### config.mk
export PLATFORM = sky130hd
export DESIGN_NAME = hemaia_multi_clock_divider
export DESIGN_NICKNAME = d
export VERILOG_FILES = /design/src/rtl/hemaia_clk_div_pkg.sv /design/src/rtl/hemaia_clock_counter.sv /design/src/rtl/hemaia_multi_clock_divider_channel.sv /design/src/rtl/tc_clk.sv /design/src/rtl/hemaia_multi_clock_divider.sv
export SDC_FILE = /design/constraint.sdc
export NUM_CORES = 1
export LEC_CHECK = 0
export BUFFER_PORTS_ARGS = -buffer_cell sky130_fd_sc_hd__buf_2
export CAP_MARGIN = 30
export CORE_MARGIN = 2
export CORE_UTILIZATION = 40
export CTS_CLUSTER_SIZE = 28
export DETAILED_ROUTE_END_ITERATION = 8
export HOLD_SLACK_MARGIN = 0.12
export PLACE_DENSITY = 0.62
export SYNTH_ARGS = -nofsm -noshare
export SYNTH_HDL_FRONTEND = slang
export SYNTH_HIERARCHICAL = 1
export SYNTH_SLANG_ARGS = --single-unit
### constraint.sdc
create_clock -name clk_i -period 8.57 [get_ports clk_i]
set_input_delay 1.2855 -clock clk_i [delete_from_list [all_inputs] [get_ports clk_i]]
set_output_delay 1.2855 -clock clk_i [all_outputs]
set_load 0.01 [all_outputs]
### src/rtl/hemaia_clk_div_pkg.sv
// Shared definitions for the HeMAiA clock divider: divisor width limit,
// divisor classification helpers and the output-path mode encoding.
package hemaia_clk_div_pkg;

  localparam int unsigned MaxDivisorWidth = 16;

  typedef enum logic [1:0] {
    ModeGated  = 2'd0,
    ModeBypass = 2'd1,
    ModeEven   = 2'd2,
    ModeOdd    = 2'd3
  } div_mode_e;

  function automatic logic is_bypass(input logic [MaxDivisorWidth-1:0] d);
    return (d == MaxDivisorWidth'(1));
  endfunction

  function automatic logic is_gated(input logic [MaxDivisorWidth-1:0] d);
    return (d == MaxDivisorWidth'(0));
  endfunction

  function automatic div_mode_e div_mode(input logic [MaxDivisorWidth-1:0] d);
    div_mode_e mode;
    if (is_gated(d)) begin
      mode = ModeGated;
    end else if (is_bypass(d)) begin
      mode = ModeBypass;
    end else if (d[0]) begin
      mode = ModeOdd;
    end else begin
      mode = ModeEven;
    end
    return mode;
  endfunction

endpackage

### src/rtl/hemaia_clock_counter.sv
// Wrapping period counter 0..max_i with synchronous clear; exposes the next
// count so callers can register decodes aligned with the count itself.
module hemaia_clock_counter #(
  parameter int unsigned Width = 8
) (
  input  logic             clk_i,
  input  logic             rst_ni,
  input  logic             clear_i,
  input  logic             en_i,
  input  logic [Width-1:0] max_i,
  output logic [Width-1:0] cnt_o,
  output logic [Width-1:0] cnt_next_o,
  output logic             wrap_o
);

  logic [Width-1:0] r_cnt;
  logic [Width-1:0] w_cnt_next;

  // A count beyond max_i is treated as a wrap so a corrupted state recovers.
  assign wrap_o = en_i & (r_cnt >= max_i);

  always_comb begin
    w_cnt_next = r_cnt;
    if (clear_i) begin
      w_cnt_next = '0;
    end else if (wrap_o) begin
      w_cnt_next = '0;
    end else if (en_i) begin
      w_cnt_next = r_cnt + Width'(1);
    end else begin
      w_cnt_next = r_cnt;
    end
  end

  always_ff @(posedge clk_i or negedge rst_ni) begin
    if (!rst_ni) begin
      r_cnt <= '0;
    end else begin
      r_cnt <= w_cnt_next;
    end
  end

  assign cnt_o      = r_cnt;
  assign cnt_next_o = w_cnt_next;

endmodule

### src/rtl/hemaia_multi_clock_divider_channel.sv
// One divider channel: divisor handshake with period-boundary apply, period
// counter, 50%-duty shaping flops and a glitch-free output path.
module hemaia_clock_divider_channel #(
  parameter int unsigned DivWidth        = 8,
  parameter int unsigned DefaultDivision = 1
) (
  input  logic                clk_i,
  input  logic                rst_ni,
  input  logic                test_mode_i,
  input  logic [DivWidth-1:0] divisor_i,
  input  logic                divisor_valid_i,
  output logic                divisor_ready_o,
  input  logic                sync_i,
  output logic                clk_o,
  output logic                period_start_o,
  output logic                busy_o
);
  import hemaia_clk_div_pkg::*;

  logic [DivWidth-1:0] r_divisor;
  logic [DivWidth-1:0] r_shadow;
  logic                r_pending;
  logic                r_period_start;
  logic                r_raw_d1;
  logic                r_raw_d2;

  logic [DivWidth-1:0] w_cnt;
  logic [DivWidth-1:0] w_cnt_next;
  logic [DivWidth-1:0] w_cnt_max;
  logic [DivWidth-1:0] w_div_next;
  logic                w_div_ge2;
  logic                w_wrap;
  logic                w_accept;
  logic                w_apply;
  logic                w_raw;
  logic                w_period_start_next;
  div_mode_e           w_mode;
  logic                w_sel_clk;
  logic                w_sel_odd;
  logic                w_gate_en;
  logic                w_odd_clk;
  logic                w_shaped_clk;
  logic                w_mux_clk;

  assign w_div_ge2  = (r_divisor >= DivWidth'(2));
  assign w_cnt_max  = w_div_ge2 ? (r_divisor - DivWidth'(1)) : '0;
  assign w_accept   = divisor_valid_i & ~r_pending;
  assign w_apply    = r_pending & (w_wrap | ~w_div_ge2 | sync_i);
  assign w_div_next = w_apply ? r_shadow : r_divisor;

  hemaia_clock_counter #(
    .Width(DivWidth)
  ) u_counter (
    .clk_i      (clk_i),
    .rst_ni     (rst_ni),
    .clear_i    (w_apply | sync_i),
    .en_i       (w_div_ge2),
    .max_i      (w_cnt_max),
    .cnt_o      (w_cnt),
    .cnt_next_o (w_cnt_next),
    .wrap_o     (w_wrap)
  );

  // Shadow capture and divisor apply; accept and apply are mutually exclusive.
  always_ff @(posedge clk_i or negedge rst_ni) begin
    if (!rst_ni) begin
      r_divisor <= DivWidth'(DefaultDivision);
      r_shadow  <= DivWidth'(DefaultDivision);
      r_pending <= 1'b0;
    end else begin
      if (w_accept) begin
        r_shadow  <= divisor_i;
        r_pending <= 1'b1;
      end else if (w_apply) begin
        r_pending <= 1'b0;
      end
      r_divisor <= w_div_next;
    end
  end

  always_comb begin
    w_period_start_next = 1'b0;
    if (is_bypass(MaxDivisorWidth'(w_div_next))) begin
      w_period_start_next = 1'b1;
    end else if (w_div_next >= DivWidth'(2)) begin
      w_period_start_next = (w_cnt_next == '0);
    end else begin
      w_period_start_next = 1'b0;
    end
  end

  assign w_raw = (w_cnt >= (r_divisor >> 1));

  always_ff @(posedge clk_i or negedge rst_ni) begin
    if (!rst_ni) begin
      r_period_start <= 1'b0;
      r_raw_d1       <= 1'b1;
    end else begin
      r_period_start <= w_period_start_next;
      r_raw_d1       <= w_raw;
    end
  end

  // Half-cycle delayed copy stretches odd divisors to exact 50% duty.
  always_ff @(negedge clk_i or negedge rst_ni) begin
    if (!rst_ni) begin
      r_raw_d2 <= 1'b1;
    end else begin
      r_raw_d2 <= r_raw_d1;
    end
  end

  // Divisor 0 routes clk_i into the gate so its enable latch keeps updating.
  assign w_mode    = div_mode(MaxDivisorWidth'(r_divisor));
  assign w_sel_clk = (w_mode == ModeBypass) | (w_mode == ModeGated);
  assign w_sel_odd = (w_mode == ModeOdd);
  assign w_gate_en = (w_mode != ModeGated);
  assign w_odd_clk = r_raw_d1 & r_raw_d2;

  tc_clk_mux2 u_odd_mux (
    .clk0_i    (r_raw_d1),
    .clk1_i    (w_odd_clk),
    .clk_sel_i (w_sel_odd),
    .clk_o     (w_shaped_clk)
  );

  tc_clk_mux2 u_bypass_mux (
    .clk0_i    (w_shaped_clk),
    .clk1_i    (clk_i),
    .clk_sel_i (w_sel_clk),
    .clk_o     (w_mux_clk)
  );

  tc_clk_gating u_gate (
    .clk_i     (w_mux_clk),
    .en_i      (w_gate_en),
    .test_en_i (test_mode_i),
    .clk_o     (clk_o)
  );

  assign divisor_ready_o = ~r_pending;
  assign busy_o          = r_pending;
  assign period_start_o  = r_period_start;

endmodule

### src/rtl/tc_clk.sv
// Behavioural models of the technology clock cells: a glitch-free 2:1 clock
// mux and a latch-based integrated clock gate with DFT override.
module tc_clk_mux2 (
  input  logic clk0_i,
  input  logic clk1_i,
  input  logic clk_sel_i,
  output logic clk_o
);

  assign clk_o = clk_sel_i ? clk1_i : clk0_i;

endmodule

module tc_clk_gating (
  input  logic clk_i,
  input  logic en_i,
  input  logic test_en_i,
  output logic clk_o
);

  logic r_en;

  // Enable latch is transparent only while the clock is low, so the gate
  // can never truncate a high phase.
  always_latch begin
    if (!clk_i) begin
      r_en = en_i | test_en_i;
    end
  end

  assign clk_o = clk_i & r_en;

endmodule

### src/rtl/hemaia_multi_clock_divider.sv
// N-channel integer clock divider; channels are independent except for the
// shared sync_i phase realignment.
module hemaia_multi_clock_divider #(
  parameter int unsigned NumChannels      = 4,
  parameter int unsigned MaxDivisionWidth = 8,
  parameter int unsigned DefaultDivision  = 1
) (
  input  logic                                         clk_i,
  input  logic                                         rst_ni,
  input  logic                                         test_mode_i,
  input  logic [NumChannels-1:0][MaxDivisionWidth-1:0] divisor_i,
  input  logic [NumChannels-1:0]                       divisor_valid_i,
  output logic [NumChannels-1:0]                       divisor_ready_o,
  input  logic                                         sync_i,
  output logic [NumChannels-1:0]                       clk_o,
  output logic [NumChannels-1:0]                       period_start_o,
  output logic [NumChannels-1:0]                       busy_o
);
  import hemaia_clk_div_pkg::*;

  logic w_sync;

  assign w_sync = sync_i;

  for (genvar g = 0; g < NumChannels; g++) begin : gen_ch
    hemaia_clock_divider_channel #(
      .DivWidth        (MaxDivisionWidth),
      .DefaultDivision (DefaultDivision)
    ) u_ch (
      .clk_i           (clk_i),
      .rst_ni          (rst_ni),
      .test_mode_i     (test_mode_i),
      .divisor_i       (divisor_i[g]),
      .divisor_valid_i (divisor_valid_i[g]),
      .divisor_ready_o (divisor_ready_o[g]),
      .sync_i          (w_sync),
      .clk_o           (clk_o[g]),
      .period_start_o  (period_start_o[g]),
      .busy_o          (busy_o[g])
    );
  end

endmodule

---- After elaboration in Yosys (flattened, before gate mapping) ----
Cells that the tools add are included.
word-level totals
  bits in registers ....................... 112
  latch bits .............................. 4
  input bits .............................. 40
  output and inout bits ................... 16
  word-level logic and storage cells ...... 200
cells by class
  add/sub/neg operators ................... 8
  magnitude comparators ................... 16
  equality and inequality tests ........... 16
  muxes and demuxes ....................... 60
  bitwise logic cells ..................... 48
  reduce and logical (&&, ||, !) cells .... 20
operators by type and width
  kind                                                                    count
  8-bit 2-to-1 mux                                                        20
  8-bit by 1-bit == test with 1-bit output (second input constant)        8
  8-bit by 2-bit >= comparator with 1-bit output (second input constant)  8
  8-bit logical NOT                                                       8
  8-bit by 1-bit adder with 8-bit output (second input constant)          4
  8-bit by 7-bit >= comparator with 1-bit output                          4
  8-bit >= comparator                                                     4
  1-bit 2-to-1 mux                                                        32
  8-bit by 1-bit subtractor with 8-bit output (second input constant)     4
  1-bit bitwise AND                                                       20
  1-bit OR                                                                20
  2-bit 2-to-1 mux                                                        8
  2-bit nonzero test                                                      8
  2-bit by 1-bit == test with 1-bit output (second input constant)        4
  2-bit == test (second input constant)                                   4
  2-bit logical NOT                                                       4
  1-bit NOT                                                               8

---- Logic depth before layout (Yosys ltp) ----
  depth in word-level cells ............... 12
  depth in mapped cells ................... 20
  mapped depth without buffers ............ 17

---- Modules after synthesis ----
Netlist, hierarchy kept.
by module, submodules not included
  module                                             instances  cells each  area each (um^2)  sequential area each (um^2)
  hemaia_clock_divider_channel (gen_ch[1].u_ch ...)  3          112         1249.9            505.5
  hemaia_clock_counter                               4          62          635.6             200.2
  hemaia_clock_divider_channel (gen_ch[0].u_ch)      1          115         1248.7            505.5
  tc_clk_mux2                                        8          1           15.0              0.0
  tc_clk_gating                                      4          3           27.5              0.0

==> flow_summary.json <==
{
  "cp_max_fo": 2,
  "reg2reg_slack_ns": 2.83,
  "maxSlewViolCount": 0,
  "finalHoldViolations": 0,
  "peakVddDrop_v": 0.000157,
  "first_iter_violations": 198,
  "track_usage_pct": 17.3,
  "wl_per_cell_um": 15.1,
  "rows": 50,
  "grt_pass1_wl_um": 27200,
  "worstPathArrival_ns": 6.71,
  "ant_nets": 0,
  "cp_num_cells": 7,
  "ys_warn_count": 6,
  "crit_type": "flip-flop to output pin",
  "syn-num-nets": 839,
  "seqPwrFrac_pct": 35.3,
  "antenna_found_initial": 0,
  "synth_flop_cell": "dfrtp_1",
  "place_area_um2": 8230,
  "areaGrowthSynthToFinish_pct": 18.4,
  "synth-seq-cells": 116,
  "clk_pin_slew_ns": 0.09,
  "initial_core_util_pct": 41.1,
  "finalSetupViolCount": 0,
  "hpwlAfterDp_um": 11500,
  "cpPeakStageDelay_ns": 0.35,
  "crit_path_start_kind": "flip-flop",
  "ff2ff_path_depth": 4,
  "status": "finished, final reports clean",
  "holdBufCountCts": 0,
  "finalInstanceArea_um2": 9200,
  "rr_startpoint": "gen_ch[3].u_ch/r_divisor[4]",
  "grt_pass1_vias": 5601,
  "switchingPower_mw": 1.05,
  "cts_tree": "yes",
  "crit_buf_inv": 3,
  "avgSynthCellArea_um2": 10.8,
  "postCtsSetupBuffers": 0,
  "via_per_inst": 5.07,
  "p_leak_nw": 4.44,
  "rsz0062_at_grt": "false",
  "synth-edff-count": 0,
  "layout-drive-gt1-share_pct": 29.9,
  "finClkSkew_ns": 0.107,
  "place.gp.congestion": 0.802,
  "max_slew_margin_pct": 49.5,
  "final_common_cell": "dfrtp_1",
  "finalNetCount": 912,
  "syn_area_um2": 7770,
  "syn-instance-count": 719,
  "power_frac_comb_pct": 39.6,
  "core-area_um2": 18900,
  "switching_share_pct": 38.8,
  "synth_cell_type_count": 50,
  "layout_common_cells": "dfrtp_1 (96), inv_1 (83), ha_1 (80)",
  "num_io_pins": 56,
  "max_cap_viol_count": 0,
  "power.internal_mw": 1.65,
  "crit_chain": "and2_1 > mux2_4 > mux2_4 > clkbuf_16 > clkbuf_16 > and2_1 > buf_2",
  "endpoint_kind": "output pin",
  "worst_pin_slew_ns": 0.758,
  "critPathRequiredTime_ns": 7.28,
  "routed_wl_um": 16000,
  "grt_max_degree": 62,
  "tns_ns": 0,
  "die-area_um2": 20600,
  "grt_overflow": 0,
  "cp_slowest_cell": "dfstp_2",
  "crit_start": "gen_ch[3].u_ch/r_raw_d2",
  "power_density_nw_per_um2": 294,
  "io_buffer_count": 55,
  "drc": 0,
  "n_antenna_cell": 0,
  "r2r-end": "gen_ch[3].u_ch/u_gate/r_en",
  "crit_family": "multiplexers",
  "hp-class": "flip-flop to flip-flop",
  "vias": 5358,
  "die_w_um": 143,
  "critPathCapture": "clk_o[3]",
  "async_flop_share_pct": 96.6,
  "die_h_um": 143,
  "drt_first_pass_iters": 4,
  "cts_resized": 0,
  "clockPowerShare_pct": 25.1,
  "clock_latency_ns": 0.82
}
==> registers in the layout (all words and copies together), names as in the netlist <==
name and flops:
gen_ch.u_ch/u_gate/r_en 4, gen_ch.u_ch/r_raw_d2 4, gen_ch.u_ch/r_shadow 32, gen_ch.u_ch/r_divisor 32
gen_ch.u_ch/busy_o 4, gen_ch.u_ch/period_start_o 4, gen_ch.u_ch/r_raw_d1 4, gen_ch.u_ch/u_counter/cnt_o 32
==> cells in the mapped netlist, drive strengths merged (8+ instances only) <==
cell type	count	share of area, %
nand3	8	0.52
nand4	13	1.0
buf	19	2.0
nor2	40	2.6
nor3	49	5.5
ha	80	13
o21ai	28	1.8
and3	8	0.90
and2	9	0.72
xnor2	23	2.6
nor4	13	1.3
dfstp	16	5.4
mux2	73	12
nand2	31	1.5
inv	83	4.0
xor2	16	1.8
mux2i	20	2.6
dfrtp	96	31
or4	17	1.8
==> per-stage QoR <==
step	hold WS [ns]	setup slack (ns)	utilization (%)	power (mW)	instances
floorplan	0.492	1.86	-	1.78	719
CTS	0.542	0.538	48.7	2.74	1057
detailed placement	0.518	1.75	43.6	2.05	1015
finish	0.536	0.575	48.7	2.71	1057
global route	0.556	0.491	48.7	2.95	1057
global placement	0.519	1.76	43.6	2.03	1015
==> logic make-up after synthesis <==
logic type               Yosys count  share of synthesized area, %
AND/OR/NAND/NOR                  208                          17.6
adder cells (fa/ha/maj)           80                          12.9
XOR/XNOR                          39                          4.40
buffers and inverters            106                          6.25
flip-flops                       112                          36.3
AO/OA/AOI/OAI                     77                          7.15
latches                            4                         0.773
multiplexers                      93                          14.7
==> layout make-up <==
class                           count  area [um2]
Tap cell                          260         325
Clock inverter                     11         109
Fill cell                        1791        9690
Sequential cell                   116        2880
Inverter                           79         297
Timing Repair Buffer               55         288
Clock buffer                       39         896
Multi-Input combinational cell    497        4400
==> power groups by stage <==
stage | Sequential, mW | Combinational [mW] | Clock (mW)
final | 0.955 | 1.07 | 0.680
after global routing | 0.991 | 1.22 | 0.731
after CTS | 0.955 | 1.08 | 0.709
after detailed placement | 0.966 | 1.07 | 0.0160
after global placement | 0.957 | 1.05 | 0.0160
after floorplan | 0.900 | 0.870 | 0.0140
==> routing by layer <==
layer	vias up	share of wire, %	track usage (%)
met2	111	43	24.5
met4	0	2.3	9.29
li1	2682	-	-
met5	-	0	0
met3	30	5.3	7.13
met1	2535	50	22.4
==> worst min-delay path by stage <==
stage                                from                     endpoint  slack [ns]  cells past startpoint
2_1_floorplan  gen_ch[1].u_ch/r_shadow[1]  gen_ch[1].u_ch/r_divisor[1]        0.49                      1
3_3_place_gp   gen_ch[2].u_ch/r_shadow[1]  gen_ch[2].u_ch/r_divisor[1]        0.52                      1
3_5_place_dp   gen_ch[2].u_ch/r_shadow[1]  gen_ch[2].u_ch/r_divisor[1]        0.52                      1
4_1_cts        gen_ch[2].u_ch/r_shadow[1]  gen_ch[2].u_ch/r_divisor[1]        0.54                      1
5_1_grt        gen_ch[2].u_ch/r_shadow[1]  gen_ch[2].u_ch/r_divisor[1]        0.56                      1
6_report       gen_ch[3].u_ch/r_shadow[4]  gen_ch[3].u_ch/r_divisor[4]        0.54                      1
Power figures use the tool's default switching activity.
